[config.mk]
export PLATFORM = sky130hd
export DESIGN_NAME = uart_mmio
export DESIGN_NICKNAME = d
export VERILOG_FILES = /design/src/rtl/uart_mmio.sv
export SDC_FILE = /design/constraint.sdc
export NUM_CORES = 1
export LEC_CHECK = 0
export BUFFER_PORTS_ARGS = -buffer_cell sky130_fd_sc_hd__buf_2
export CAP_MARGIN = 20
export CORE_MARGIN = 1.5
export CORE_UTILIZATION = 50
export CTS_CLUSTER_DIAMETER = 50
export CTS_CLUSTER_SIZE = 25
export DETAILED_ROUTE_END_ITERATION = 16
export HOLD_SLACK_MARGIN = 0.15
export PLACE_DENSITY = 0.79
export SYNTH_ARGS = -nofsm -noshare
export SYNTH_HDL_FRONTEND = slang
export SYNTH_SLANG_ARGS = --single-unit
[constraint.sdc]
create_clock -name CLK -period 5.8 [get_ports CLK]
set_input_delay 0.87 -clock CLK [delete_from_list [all_inputs] [get_ports CLK]]
set_output_delay 0.87 -clock CLK [all_outputs]
set_load 0.1 [all_outputs]
[src/rtl/uart_mmio.sv]
// Memory-mapped 8N1 UART: bus responder with a TX and an RX byte FIFO.
// Everything runs on CLK; uartRxPin is brought in through a 2-FF synchronizer.

module uart_fifo #(
    parameter int WIDTH = 8,
    parameter int DEPTH = 8
) (
    input  logic             clk,
    input  logic             rst,
    input  logic             push,
    input  logic             pop,
    input  logic [WIDTH-1:0] din,
    output logic [WIDTH-1:0] dout,
    output logic             full,
    output logic             empty
);
    localparam int AW = $clog2(DEPTH);

    logic [WIDTH-1:0] mem [DEPTH];
    logic [AW:0]      wptr;
    logic [AW:0]      rptr;

    // Pointers carry one extra wrap bit so full and empty are distinguishable.
    assign empty = (wptr == rptr);
    assign full  = (wptr[AW] != rptr[AW]) && (wptr[AW-1:0] == rptr[AW-1:0]);
    assign dout  = mem[rptr[AW-1:0]];

    always_ff @(posedge clk) begin
        if (rst) begin
            wptr <= '0;
            rptr <= '0;
        end else begin
            if (push) wptr <= wptr + 1'b1;
            if (pop)  rptr <= rptr + 1'b1;
        end
    end

    always_ff @(posedge clk) begin
        if (push) mem[wptr[AW-1:0]] <= din;
    end
endmodule

module uart_mmio #(
    parameter int CLKS_PER_BIT = 434,
    parameter int FIFO_DEPTH   = 8
) (
    input  logic        CLK,
    input  logic        RST,
    input  logic        req,
    input  logic        we,
    input  logic [3:0]  addr,
    input  logic [31:0] wdata,
    input  logic [3:0]  byteena,
    output logic [31:0] rdata,
    output logic        ack,
    output logic        irq,
    input  logic        uartRxPin,
    output logic        uartTxPin
);
    localparam int CW = $clog2(CLKS_PER_BIT);
    localparam logic [CW-1:0] BIT_LAST  = CW'(CLKS_PER_BIT - 1);
    localparam logic [CW-1:0] HALF_LAST = CW'(CLKS_PER_BIT / 2 - 1);

    typedef enum logic [1:0] {TX_IDLE, TX_START, TX_DATA, TX_STOP} tx_state_t;
    typedef enum logic [1:0] {RX_IDLE, RX_START, RX_DATA, RX_STOP} rx_state_t;

    typedef struct packed {
        tx_state_t tx;
        rx_state_t rx;
        logic      stall;
    } dbg_t;

    tx_state_t     tx_state;
    logic [CW-1:0] tx_cnt;
    logic [2:0]    tx_idx;
    logic [7:0]    tx_shift;
    logic          tx_bit_end;
    logic          tx_push;
    logic          tx_pop;
    logic          tx_full;
    logic          tx_empty;
    logic [7:0]    tx_dout;

    rx_state_t     rx_state;
    logic          rx_s1;
    logic          rx_s2;
    logic          rx_s3;
    logic [CW-1:0] rx_cnt;
    logic [2:0]    rx_idx;
    logic [7:0]    rx_shift;
    logic          rx_bit_end;
    logic          rx_stop_tick;
    logic          rx_good;
    logic          rx_push;
    logic          rx_pop;
    logic          rx_full;
    logic          rx_empty;
    logic [7:0]    rx_dout;

    logic          stall;
    logic          accept;
    logic          wr_en;
    logic          tx_wr;
    logic          tx_can_push;
    logic [1:0]    reg_sel;
    logic          overrun;
    logic          frame_err;
    logic          overrun_evt;
    logic          frame_evt;
    logic          clr_ov;
    logic          clr_fe;
    logic          tx_busy;
    logic [31:0]   status;
    dbg_t          dbg;
    logic          unused_sink;

    uart_fifo #(.WIDTH(8), .DEPTH(FIFO_DEPTH)) u_tx_fifo (
        .clk(CLK), .rst(RST), .push(tx_push), .pop(tx_pop),
        .din(wdata[7:0]), .dout(tx_dout), .full(tx_full), .empty(tx_empty)
    );

    uart_fifo #(.WIDTH(8), .DEPTH(FIFO_DEPTH)) u_rx_fifo (
        .clk(CLK), .rst(RST), .push(rx_push), .pop(rx_pop),
        .din(rx_shift), .dout(rx_dout), .full(rx_full), .empty(rx_empty)
    );

    // Handshake: a request is taken on an edge with req=1, ack=0 and no stalled
    // TX write; ack is a one-cycle pulse with rdata valid alongside it.
    assign reg_sel     = addr[3:2];
    assign accept      = req && !ack && !stall;
    assign wr_en       = we && byteena[0];
    assign tx_wr       = accept && wr_en && (reg_sel == 2'd0);
    assign tx_can_push = !tx_full || tx_pop;
    assign tx_push     = (tx_wr || stall) && tx_can_push;
    assign rx_pop      = accept && !we && (reg_sel == 2'd1) && !rx_empty;
    assign clr_ov      = accept && wr_en && (reg_sel == 2'd2) && wdata[3];
    assign clr_fe      = accept && wr_en && (reg_sel == 2'd2) && wdata[4];

    assign tx_bit_end = (tx_cnt == BIT_LAST);
    assign tx_pop     = !tx_empty && ((tx_state == TX_IDLE) || ((tx_state == TX_STOP) && tx_bit_end));
    assign tx_busy    = (tx_state != TX_IDLE) || !tx_empty;

    assign rx_bit_end   = (rx_cnt == BIT_LAST);
    assign rx_stop_tick = (rx_state == RX_STOP) && rx_bit_end;
    assign rx_good      = rx_stop_tick && rx_s2;
    assign rx_push      = rx_good && (!rx_full || rx_pop);
    assign overrun_evt  = rx_good && rx_full && !rx_pop;
    assign frame_evt    = rx_stop_tick && !rx_s2;

    assign status = {27'd0, frame_err, overrun, tx_busy, tx_full, !rx_empty};
    assign irq    = !rx_empty;

    assign dbg         = '{tx: tx_state, rx: rx_state, stall: stall};
    assign unused_sink = ^{addr[1:0], wdata[31:8], byteena[3:1], dbg};

    always_ff @(posedge CLK) begin
        if (RST) begin
            tx_state  <= TX_IDLE;
            tx_cnt    <= '0;
            tx_idx    <= '0;
            tx_shift  <= '0;
            uartTxPin <= 1'b1;
        end else begin
            case (tx_state)
                TX_IDLE: begin
                    tx_cnt <= '0;
                    if (tx_pop) begin
                        tx_shift  <= tx_dout;
                        tx_state  <= TX_START;
                        uartTxPin <= 1'b0;
                    end
                end
                TX_START: begin
                    if (tx_bit_end) begin
                        tx_cnt    <= '0;
                        tx_idx    <= '0;
                        tx_state  <= TX_DATA;
                        uartTxPin <= tx_shift[0];
                    end else begin
                        tx_cnt <= tx_cnt + 1'b1;
                    end
                end
                TX_DATA: begin
                    if (tx_bit_end) begin
                        tx_cnt   <= '0;
                        tx_idx   <= tx_idx + 1'b1;
                        tx_shift <= {1'b0, tx_shift[7:1]};
                        if (tx_idx == 3'd7) begin
                            tx_state  <= TX_STOP;
                            uartTxPin <= 1'b1;
                        end else begin
                            uartTxPin <= tx_shift[1];
                        end
                    end else begin
                        tx_cnt <= tx_cnt + 1'b1;
                    end
                end
                TX_STOP: begin
                    if (tx_bit_end) begin
                        tx_cnt <= '0;
                        // Chain straight into the next start bit when more bytes wait.
                        if (tx_pop) begin
                            tx_shift  <= tx_dout;
                            tx_state  <= TX_START;
                            uartTxPin <= 1'b0;
                        end else begin
                            tx_state <= TX_IDLE;
                        end
                    end else begin
                        tx_cnt <= tx_cnt + 1'b1;
                    end
                end
                default: tx_state <= TX_IDLE;
            endcase
        end
    end

    always_ff @(posedge CLK) begin
        if (RST) begin
            rx_s1    <= 1'b1;
            rx_s2    <= 1'b1;
            rx_s3    <= 1'b1;
            rx_state <= RX_IDLE;
            rx_cnt   <= '0;
            rx_idx   <= '0;
            rx_shift <= '0;
        end else begin
            rx_s1 <= uartRxPin;
            rx_s2 <= rx_s1;
            rx_s3 <= rx_s2;
            case (rx_state)
                RX_IDLE: begin
                    rx_cnt <= '0;
                    if (rx_s3 && !rx_s2) rx_state <= RX_START;
                end
                RX_START: begin
                    // Half-bit re-check rejects glitches and aligns sampling to bit centres.
                    if (rx_cnt == HALF_LAST) begin
                        rx_cnt <= '0;
                        rx_idx <= '0;
                        rx_state <= rx_s2 ? RX_IDLE : RX_DATA;
                    end else begin
                        rx_cnt <= rx_cnt + 1'b1;
                    end
                end
                RX_DATA: begin
                    if (rx_bit_end) begin
                        rx_cnt   <= '0;
                        rx_idx   <= rx_idx + 1'b1;
                        rx_shift <= {rx_s2, rx_shift[7:1]};
                        if (rx_idx == 3'd7) rx_state <= RX_STOP;
                    end else begin
                        rx_cnt <= rx_cnt + 1'b1;
                    end
                end
                RX_STOP: begin
                    if (rx_bit_end) begin
                        rx_cnt   <= '0;
                        rx_state <= RX_IDLE;
                    end else begin
                        rx_cnt <= rx_cnt + 1'b1;
                    end
                end
                default: rx_state <= RX_IDLE;
            endcase
        end
    end

    always_ff @(posedge CLK) begin
        if (RST) begin
            ack       <= 1'b0;
            rdata     <= '0;
            stall     <= 1'b0;
            overrun   <= 1'b0;
            frame_err <= 1'b0;
        end else begin
            ack   <= 1'b0;
            rdata <= '0;
            if (stall) begin
                if (tx_can_push) begin
                    stall <= 1'b0;
                    ack   <= 1'b1;
                end
            end else if (accept) begin
                if (tx_wr && !tx_can_push) stall <= 1'b1;
                else ack <= 1'b1;
                if (!we) begin
                    case (reg_sel)
                        2'd1:    rdata <= rx_empty ? 32'h0000_0100 : {24'd0, rx_dout};
                        2'd2:    rdata <= status;
                        default: rdata <= '0;
                    endcase
                end
            end
            // A new error event in the same cycle as a clear leaves the flag set.
            overrun   <= overrun_evt || (overrun && !clr_ov);
            frame_err <= frame_evt || (frame_err && !clr_fe);
        end
    end
endmodule

* Word-level counts from Yosys, hierarchy flattened
Memory sizes are Yosys's and may differ from the RTL's. A register that Yosys moved wholly into a read port is not among the register bits. Index checks and enable logic that the tools add are counted.
Cells by class: add/sub/neg operators 8, equality and inequality tests 29, mux-type cells 53, bitwise operators 1, reduce and logical (&&, ||, !) cells 62
Operators with widths (number):
- $mux 9 | 4
- $pmux 9 s2 | 2
- $pmux 9 s3 | 1
- $logic_and 1x1->1 | 26
- $mux 3 | 8
- $mux 8 | 3
- $pmux 8 s3 | 1
- $mux 2 | 11
- $ne 2x2->1 const B | 10
- $add 9x1->9 const B | 2
- $eq 9x9->1 const B | 2
- $mux 1 | 18
- $add 4x1->4 const B | 4
- $pmux 2 s4 | 2
- $logic_not 1->1 | 12
- $pmux 3 s2 | 2
- $reduce_and 3->1 | 4
- $eq 2x2->1 const B | 5
- $reduce_and 5->1 | 2
- $eq 9x8->1 const B | 1
- $eq 4x4->1 | 2
- $logic_or 1x1->1 | 7
- $add 3x1->3 const B | 2
- $eq 2x1->1 const B | 3
- other kinds (12) | 19
Word-level totals: bits in registers 100, memory bits (writable) 128, input bits 45, output and inout bits 35, logic and storage cells 176, memories 2
Memory list:
- u_rx_fifo.mem | depth 8, bits a word 8, rd ports 1, clocked after Yosys merged registers in 1, write ports 1, RTL line 19 | logic [WIDTH-1:0] mem [DEPTH];
- u_tx_fifo.mem | depth 8, bits a word 8, rd ports 1, clocked after Yosys merged registers in 1, write ports 1, RTL line 19

* Depth between registers and ports, before layout
Gate-level depths: netlist of run 1.
word-level depth 10, depth in mapped cells 9, depth with buffers taken out 7

* Modules after synthesis
A second synthesis of run 1 with hierarchy kept.
Second synthesis, totals: cell total of the unflattened synthesis 650, area, all modules 9066.2 um2
Modules (own cells, without submodules):
- uart_fifo | instances 2, cells an instance 150, area each 2961.6 um2, sequential area each 2142.1 um2
- uart_mmio | instances 1, cells an instance 350, area each 3143.0 um2, sequential area each 1221.2 um2

* Least setup slack after synthesis of run 1
Ideal clock, no wire load.
path kind input -> register, start point input port we, end point memory u_rx_fifo.mem[5][0] (enable), setup time 385 ps, data arrival time 2619 ps, data required time 5415 ps, path slack 2795 ps, cell stages on the path 5, buffers on the path 0, path through nor4b_1 > a2111oi_4 > a21oi_4 > nand2_1 > nor3b_1
Between the ends: cells in the longest elaborated chain, start to end 8
RTL lines:
- from (decl) | RTL line 50 | input logic we,
- $logic_not 1->1
- $logic_and 1x1->1 (3 in series) | RTL line 135 | assign rx_pop = accept && !we && (reg_sel == 2'd1) && !rx_empty;
- $logic_or 1x1->1 | RTL line 146 | assign rx_push = rx_good && (!rx_full || rx_pop);
- $logic_and 1x1->1 | RTL line 146
- $mux 1 | RTL line 39 | if (push) mem[wptr[AW-1:0]] <= din;
- $mux 1 (implied by the code) | RTL line 39
- to (decl) | RTL line 19
No other way between the ends.

* Worst setup path in the final report of run 1
start point register u_rx_fifo.wptr[2], end point output port irq
Between the ends: cells in the longest elaborated chain, start to end 2
RTL lines:
- from (decl) | RTL line 20 | logic [AW:0] wptr;
- from (signal assigned) | RTL line 33 | if (push) wptr <= wptr + 1'b1;
- $eq 4x4->1 | RTL line 24 | assign empty = (wptr == rptr);
- $logic_not 1->1 | RTL line 151 | assign irq = !rx_empty;
- to (decl) | RTL line 56 | output logic irq,
No other way between the ends.

==> results of run 1 <==
[cells by family after synthesis]
| family | count (synthesis) | synth area share |
|---|---|---|
| adders and majority gates | 21 | 0.0295 |
| DFF | 211 | 0.617 |
| and+or+nand+nor | 194 | 0.114 |
| muxes | 61 | 0.0925 |
| buffers and inverters | 64 | 0.0415 |
| xor gates and xnor gates | 33 | 0.0324 |
| other | 1 | 0.000421 |
| AOI/OAI and AO/OA | 81 | 0.0724 |
[layout make-up]
type                            instances  area, sq um  area share
Inverter                               13         48.8     0.00490
Timing Repair Buffer                   40          265      0.0267
Multi-Input combinational cell        413         3140       0.316
Clock inverter                         13          204      0.0205
Clock buffer                           20          500      0.0503
Sequential cell                       211         5510       0.553
Tap cell                              225          282      0.0283
[per-stage QoR]
stage               worst slack [ns]  cell area [sq um]  power (mW)   util  hold slack [ns]
floorplan                       2.80               9000        1.99      -            0.389
global placement                1.98               9160        2.02  0.528            0.404
detailed placement              2.36               9190        2.05  0.529            0.397
CTS                             2.62               9890        3.38  0.570            0.423
global route                    2.53               9950        3.47  0.573            0.453
finish                          2.58               9950        3.36  0.573            0.419
[registers in the layout, indices dropped and copies added, names as in the netlist, 8 cells and up, named ones only]
| register | flops |
|---|---|
| rx_cnt | 9 |
| u_tx_fifo.mem | 64 |
| rx_shift | 8 |
| tx_cnt | 9 |
| rdata | 9 |
| u_rx_fifo.mem | 64 |
| tx_shift | 8 |
[cells in the mapped netlist, types with 9 or more instances]
cell / number
xor2_1: 16
a211oi_1: 13
nand3_1: 14
clkbuf_1: 12
nand2_1: 31
a21oi_1: 20
edfxtp_1: 128
inv_1: 13
nor2_1: 76
ha_1: 21
nor2b_1: 12
dfxtp_1: 83
nor3b_1: 9
mux2i_1: 43
xnor2_1: 17
buf_2: 10
mux4_2: 17
nor3_1: 10
buf_4: 25
[power breakdown]
part | internal, mW | switching [mW]
Combinational | 0.107 | 0.278
Sequential | 1.61 | 0.0291
Clock | 0.690 | 0.647
[final timing paths]
path	endpoint	slack (ns)	cells past startpoint
setup / recovery	irq	2.58	3
hold / removal	rx_s2	0.42	1
setup reg to reg	u_tx_fifo.mem[2][7]	2.89	6
hold reg to reg	rx_s2	0.42	1
[worst max-delay path, cell delays in order, from the launching register on]
cell and delay (ns):
dfxtp_1 0.58, xor2_1 0.19, or4_1 0.70, buf_2 0.37
[routing by layer]
layer / up-vias / part of all wire
li1: 2482 / -
met1: 2581 / 0.40
met2: 158 / 0.52
met3: 54 / 0.046
met4: 0 / 0.037
met5: - / 0
==> impl_summary.txt, run 1 <==
----------------------------------------------------
[Run status]
  Run status ... finished clean

[Synthesis]
  Ys flop type ... edfxtp_1
  Netlist Area Pre-Place ... 0.00892 sq mm
  Count of flip-flops with a built-in enable after synthesis ... approximately 130
  Top cells by area in the synthesized netlist ... edfxtp_1, dfxtp_1, mux2i_1, mux4_2, nor2_1
  Unique masters post-synth ... just over 60
  Portion of the post-synthesis area used by sequential elements ... 0.617
  Share of Yosys cell area claimed by the top area cell type ... 0.431
  Mean cell area of the mapped netlist ... 13.4 sq um
  Number of warnings printed during yosys synthesis ... 0
  Post-Syn Instances ... between 600 and 700
  Count of state elements after synthesis ... ~210
  Cell type with the highest aggregate area in the netlist ... edfxtp_1
  Post-synthesis async set-or-reset flop share ... 0

[Cells and area]
  Most frequent cells in the layout ... edfxtp_1, dfxtp_1, nor2_1
  Number of diodes added for antenna fixing ... 0
  Final Non-Filler Cells ... 935
  Layout cell share with drive strength beyond 1 ... 0.165
  Area Overhead vs Synth ... 11.6%
  Net count of the finished layout ... 764
  Most frequent standard cell in the layout excluding fill and tap cells ... edfxtp_1
  Fill cell instance count of the final layout ... 1320

[Critical path]
  Worst endpoint required time ... 4.93 ns
  Critical Path Source ... u_rx_fifo.wptr[2]
  R2r startpoint ... tx_cnt[0]
  Crit path kind ... reg -> out
  Largest fanout on the critical path ... 10
  Arrival time of data at the critical path endpoint ... roughly 2.4 ns
  Launching element type of the critical path ... flip-flop
  Critical Path Sink Type ... primary output

[Clock network]
  Source-to-sink clock delay at the later pin of the worst-skew pair ... 0.51 ns
  Clock edge transition at the registers on the reported setup and hold paths ... 0.08 ns
  Number of buffers inserted by post-CTS setup repair ... 0
  Largest buffer count on any clock path ... 3
  PostCTS Resize Cnt ... 0
  Inserted Clock Buffers ... 19
  Clock tree from TritonCTS ... yes
  H-tree levels ... 1
  Number of hold-repair buffers added at the cts stage ... 0
  Clock root cell ... clkbuf_16
  Num Clock Sinks ... 211

[Global routing]
  M3 GR Usage ... 0.0300
  Global-route layer with the greatest usage ... met2
  First-pass GRT wire length ... 27.1 mm
  Largest net degree at the start of global routing ... 59
  Number of global-route vias before repair ... 5320
  Total Routing Usage GR ... 0.189
  Number of antenna violations at the first check in global routing ... 0
  Met2 usage ... 0.344
  Global route overflow ... 0
  Met1 Track Usage GR ... 0.218

[Placement]
  Placed cell count ... around 900
  Buffers on Ports ... 27
  Sum of net half-perimeters after detailed placement ... 11.2 mm
  Gp weighted congestion ... 0.755

[Floorplan]
  Vertical extent of the die ... 137 um
  Total Die Area ... ~0.019 sq mm
  Number of core rows ... 48
  Die width ... 137 um
  Ports placed on the boundary ... 80
  Initial core utilization ... 0.514
  Core Region ... roughly 0.017 sq mm

[Route]
  Post-route antenna net violation count ... 0
  Residual DRC ... 0
  Average detailed-routed wire length per instance ... 18.2 um
  Vias/cell ... 5.64
  Final wirelength ... ~17 mm
  TritonRoute pass-1 iters ... 7
  Number of vias in the routed layout ... 5275
  Initial DRC Count ... between 300 and 400

[STA]
  Pins over their slew limit ... 0
  Post-route setup TNS ... 0 ns
  Slew @ Worst Pin ... 0.993 ns
  Unrepaired setup endpoints after global routing ... false
  Final number of hold-violating endpoints ... 0
  Post-route fraction of the period consumed by the critical path ... 0.554
  Setup clock skew after layout ... 0.0272 ns
  Crit path time final ... around 3.2 ns
  Top achievable clock speed ... just over 0.3 GHz
  Slew headroom ... 0.336
  Total of endpoints with negative setup slack in the final report ... 0

[Run]
  MaxCap Viol Count ... 0

[Pwr]
  Leakage dissipation ... 3.40 nW
  Largest voltage drop on the vdd net ... 0.000285 V
  Power density over cell area ... around 340 mW/mm^2

[Hold path]
  Launch point of the worst hold path ... rx_s1
  Type of the worst min-delay path ... reg -> reg

----------------------------------------------------
No activity file was read; power rests on OpenSTA's default activity.
==> inputs of run 2 (changes only) <==
==> constraint.sdc (replaced) <==
create_clock -name CLK -period 3 [get_ports CLK]
set_input_delay 0.45 -clock CLK [delete_from_list [all_inputs] [get_ports CLK]]
set_output_delay 0.45 -clock CLK [all_outputs]
set_load 0.1 [all_outputs]
==> impl_summary.txt, run 2 (synthesized netlist as in run 1, its figures left out) <==
----------------------------------------------------
[Floorplan]
  Number of core rows ... 48
  Die width ... 137 um
  Core Region ... approximately 0.017 sq mm
  Ports placed on the boundary ... 80
  Vertical extent of the die ... 137 um
  Initial core utilization ... 0.514
  Total Die Area ... 0.0186 sq mm

[Critical path]
  R2r startpoint ... tx_cnt[0]
  Critical path, cell by cell ... xor2_1 > or4_1 > buf_2
  Worst endpoint required time ... 2.55 ns
  Critical Path Sink Type ... primary output
  Depth of the most critical reg-to-reg path ... 6
  Worst stage delay on the critical path ... 0.69 ns
  Crit-path slowest cell ... or4_1
  Arrival time of data at the critical path endpoint ... 2.25 ns
  Launching element type of the critical path ... flip-flop
  Worst R2R Setup Slack ... 0.34 ns
  Capture point of the worst reg-to-reg path ... u_tx_fifo.mem[1][3]
  Crit path kind ... reg -> out
  Largest fanout on the critical path ... 10

[Clock network]
  Clock edge transition at the registers on the reported setup and hold paths ... ~0.080 ns
  H-tree levels ... 1
  PostCTS Resize Cnt ... 0
  Source-to-sink clock delay at the later pin of the worst-skew pair ... 0.48 ns
  Largest buffer count on any clock path ... 3
  Clock root cell ... clkbuf_16
  Inserted Clock Buffers ... 17
  Clock tree from TritonCTS ... yes
  Num Clock Sinks ... 211

[Route]
  Residual DRC ... 0
  Number of vias in the routed layout ... between 5000 and 6000
  TritonRoute pass-1 iters ... 4
  Final wirelength ... between 15 and 20 mm
  Initial DRC Count ... 400
  Vias/cell ... 5.54
  Average detailed-routed wire length per instance ... approximately 17 um
  Post-route antenna net violation count ... 0

[Cells and area]
  Post-route cell area ... 0.00987 sq mm
  Number of diodes added for antenna fixing ... 0
  Most frequent cells in the layout ... edfxtp_1, dfxtp_1, nor2_1
  Area Overhead vs Synth ... 10.7%
  Area taken by flip-flops and latches ... 0.00551 sq mm
  Net count of the finished layout ... 774
  Area of the multi-input gates ... 0.00314 sq mm
  Final Non-Filler Cells ... 943
  Fill cell instance count of the final layout ... 1329
  Layout cell share with drive strength beyond 1 ... 0.170
  Most frequent standard cell in the layout excluding fill and tap cells ... edfxtp_1

[STA]
  Final number of hold-violating endpoints ... 0
  Pins over their slew limit ... 0
  Top achievable clock speed ... 0.371 GHz
  Slew @ Worst Pin ... 1.12 ns
  Setup clock skew after layout ... 0.0156 ns
  Slew headroom ... 0.249
  Unrepaired setup endpoints after global routing ... false
  Crit path time final ... around 2.7 ns
  Post-route fraction of the period consumed by the critical path ... 0.899
  Post-route setup TNS ... 0 ns
  Total of endpoints with negative setup slack in the final report ... 0

[Run]
  MaxCap Viol Count ... 0

[Pwr]
  Largest voltage drop on the vdd net ... 0.000640 V
  Leakage dissipation ... 3.39 nW
  Power density over cell area ... 627 mW/mm^2
  Switching power share of the total ... 0.268
  Share of power burned in combinational logic ... 0.119
  Power Total ... around 6.2 mW
  Cell-internal power ... 4.53 mW
  Share of total power in sequential cells ... 0.513
  Clk pwr share ... 0.368
  Switching power ... 1.66 mW

[Global routing]
  Number of global-route vias before repair ... 5269
  Global route overflow ... 0
  Total Routing Usage GR ... 0.184
  Number of antenna violations at the first check in global routing ... 0
  First-pass GRT wire length ... 26.4 mm
  Largest net degree at the start of global routing ... 40

[Placement]
  DP Area ... 0.00928 sq mm
  Sum of net half-perimeters after detailed placement ... 11.1 mm
  Buffers on Ports ... 27
  Placed cell count ... 911
  Gp weighted congestion ... roughly 0.81

[Hold path]
  Launch point of the worst hold path ... wdata[1]
  WHS Path Cells ... 1
  Worst hold endpoint ... u_tx_fifo.mem[7][1]
  Type of the worst min-delay path ... in -> reg

[Run status]
  Run status ... finished clean

----------------------------------------------------
-- run 2: area by class of cell --
type / count / area share
sequential: 211 / 0.558
multi-input combinational: 413 / 0.318
inverter: 13 / 0.00494
tap: 225 / 0.0285
clock inverter: 10 / 0.0133
clock buffer: 19 / 0.0439
timing repair buffer: 52 / 0.0330
-- run 2: stage by stage --
| stage | hold WS [ns] | setup slack, ns | util |
|---|---|---|---|
| floorplan | 0.389 | 0.0501 | - |
| global placement | 0.405 | 0.445 | 0.535 |
| detailed placement | 0.401 | 0.301 | 0.535 |
| CTS | 0.240 | 0.263 | 0.568 |
| global route | 0.249 | 0.150 | 0.569 |
| finish | 0.264 | 0.303 | 0.569 |
-- run 2: power by group through the flow --
stage / clock network [mW] / logic [mW] / registers [mW]
after global placement: 0 / 0.695 / 3.23
after detailed placement: 0 / 0.730 / 3.24
after global routing: 2.43 / 0.810 / 3.18
final: 2.28 / 0.737 / 3.17
after floorplan: 0 / 0.578 / 3.26
after CTS: 2.32 / 0.735 / 3.17
-- run 2: timing repair --
action,in CTS,in global routing
buffers inserted,0,0
hold endpoints to repair,1,0
hold buffers,1,0
-- run 2: worst max-delay path by stage --
stage / startpoint / endpoint / slack, ns / cells after the start
final: u_rx_fifo.wptr[2] / irq / 0.30 / 3
after floorplan: ack / u_rx_fifo.mem[5][0] / 0.05 / 5
after global placement: tx_cnt[0] / u_tx_fifo.mem[3][5] / 0.44 / 6
after CTS: tx_cnt[0] / u_tx_fifo.mem[2][0] / 0.26 / 6
after global routing: tx_cnt[0] / u_tx_fifo.mem[1][3] / 0.15 / 6
after detailed placement: tx_cnt[0] / u_tx_fifo.mem[2][6] / 0.30 / 6
-- run 2: worst max-delay path, delay by kind of cell, from the launching register on --
family	cells	cell delay (ns)
XOR/XNOR	1	0.17
buffers and inverters	1	0.36
flip-flops	1	0.54
AND/OR/NAND/NOR	1	0.69
-- run 2: per-layer routing --
metal,track usage,vias up,part of all wire
met5,0,-,0
met4,0.0656,0,0.027
met3,0.0293,34,0.036
met2,0.335,109,0.53
met1,0.218,2585,0.41
li1,-,2493,-
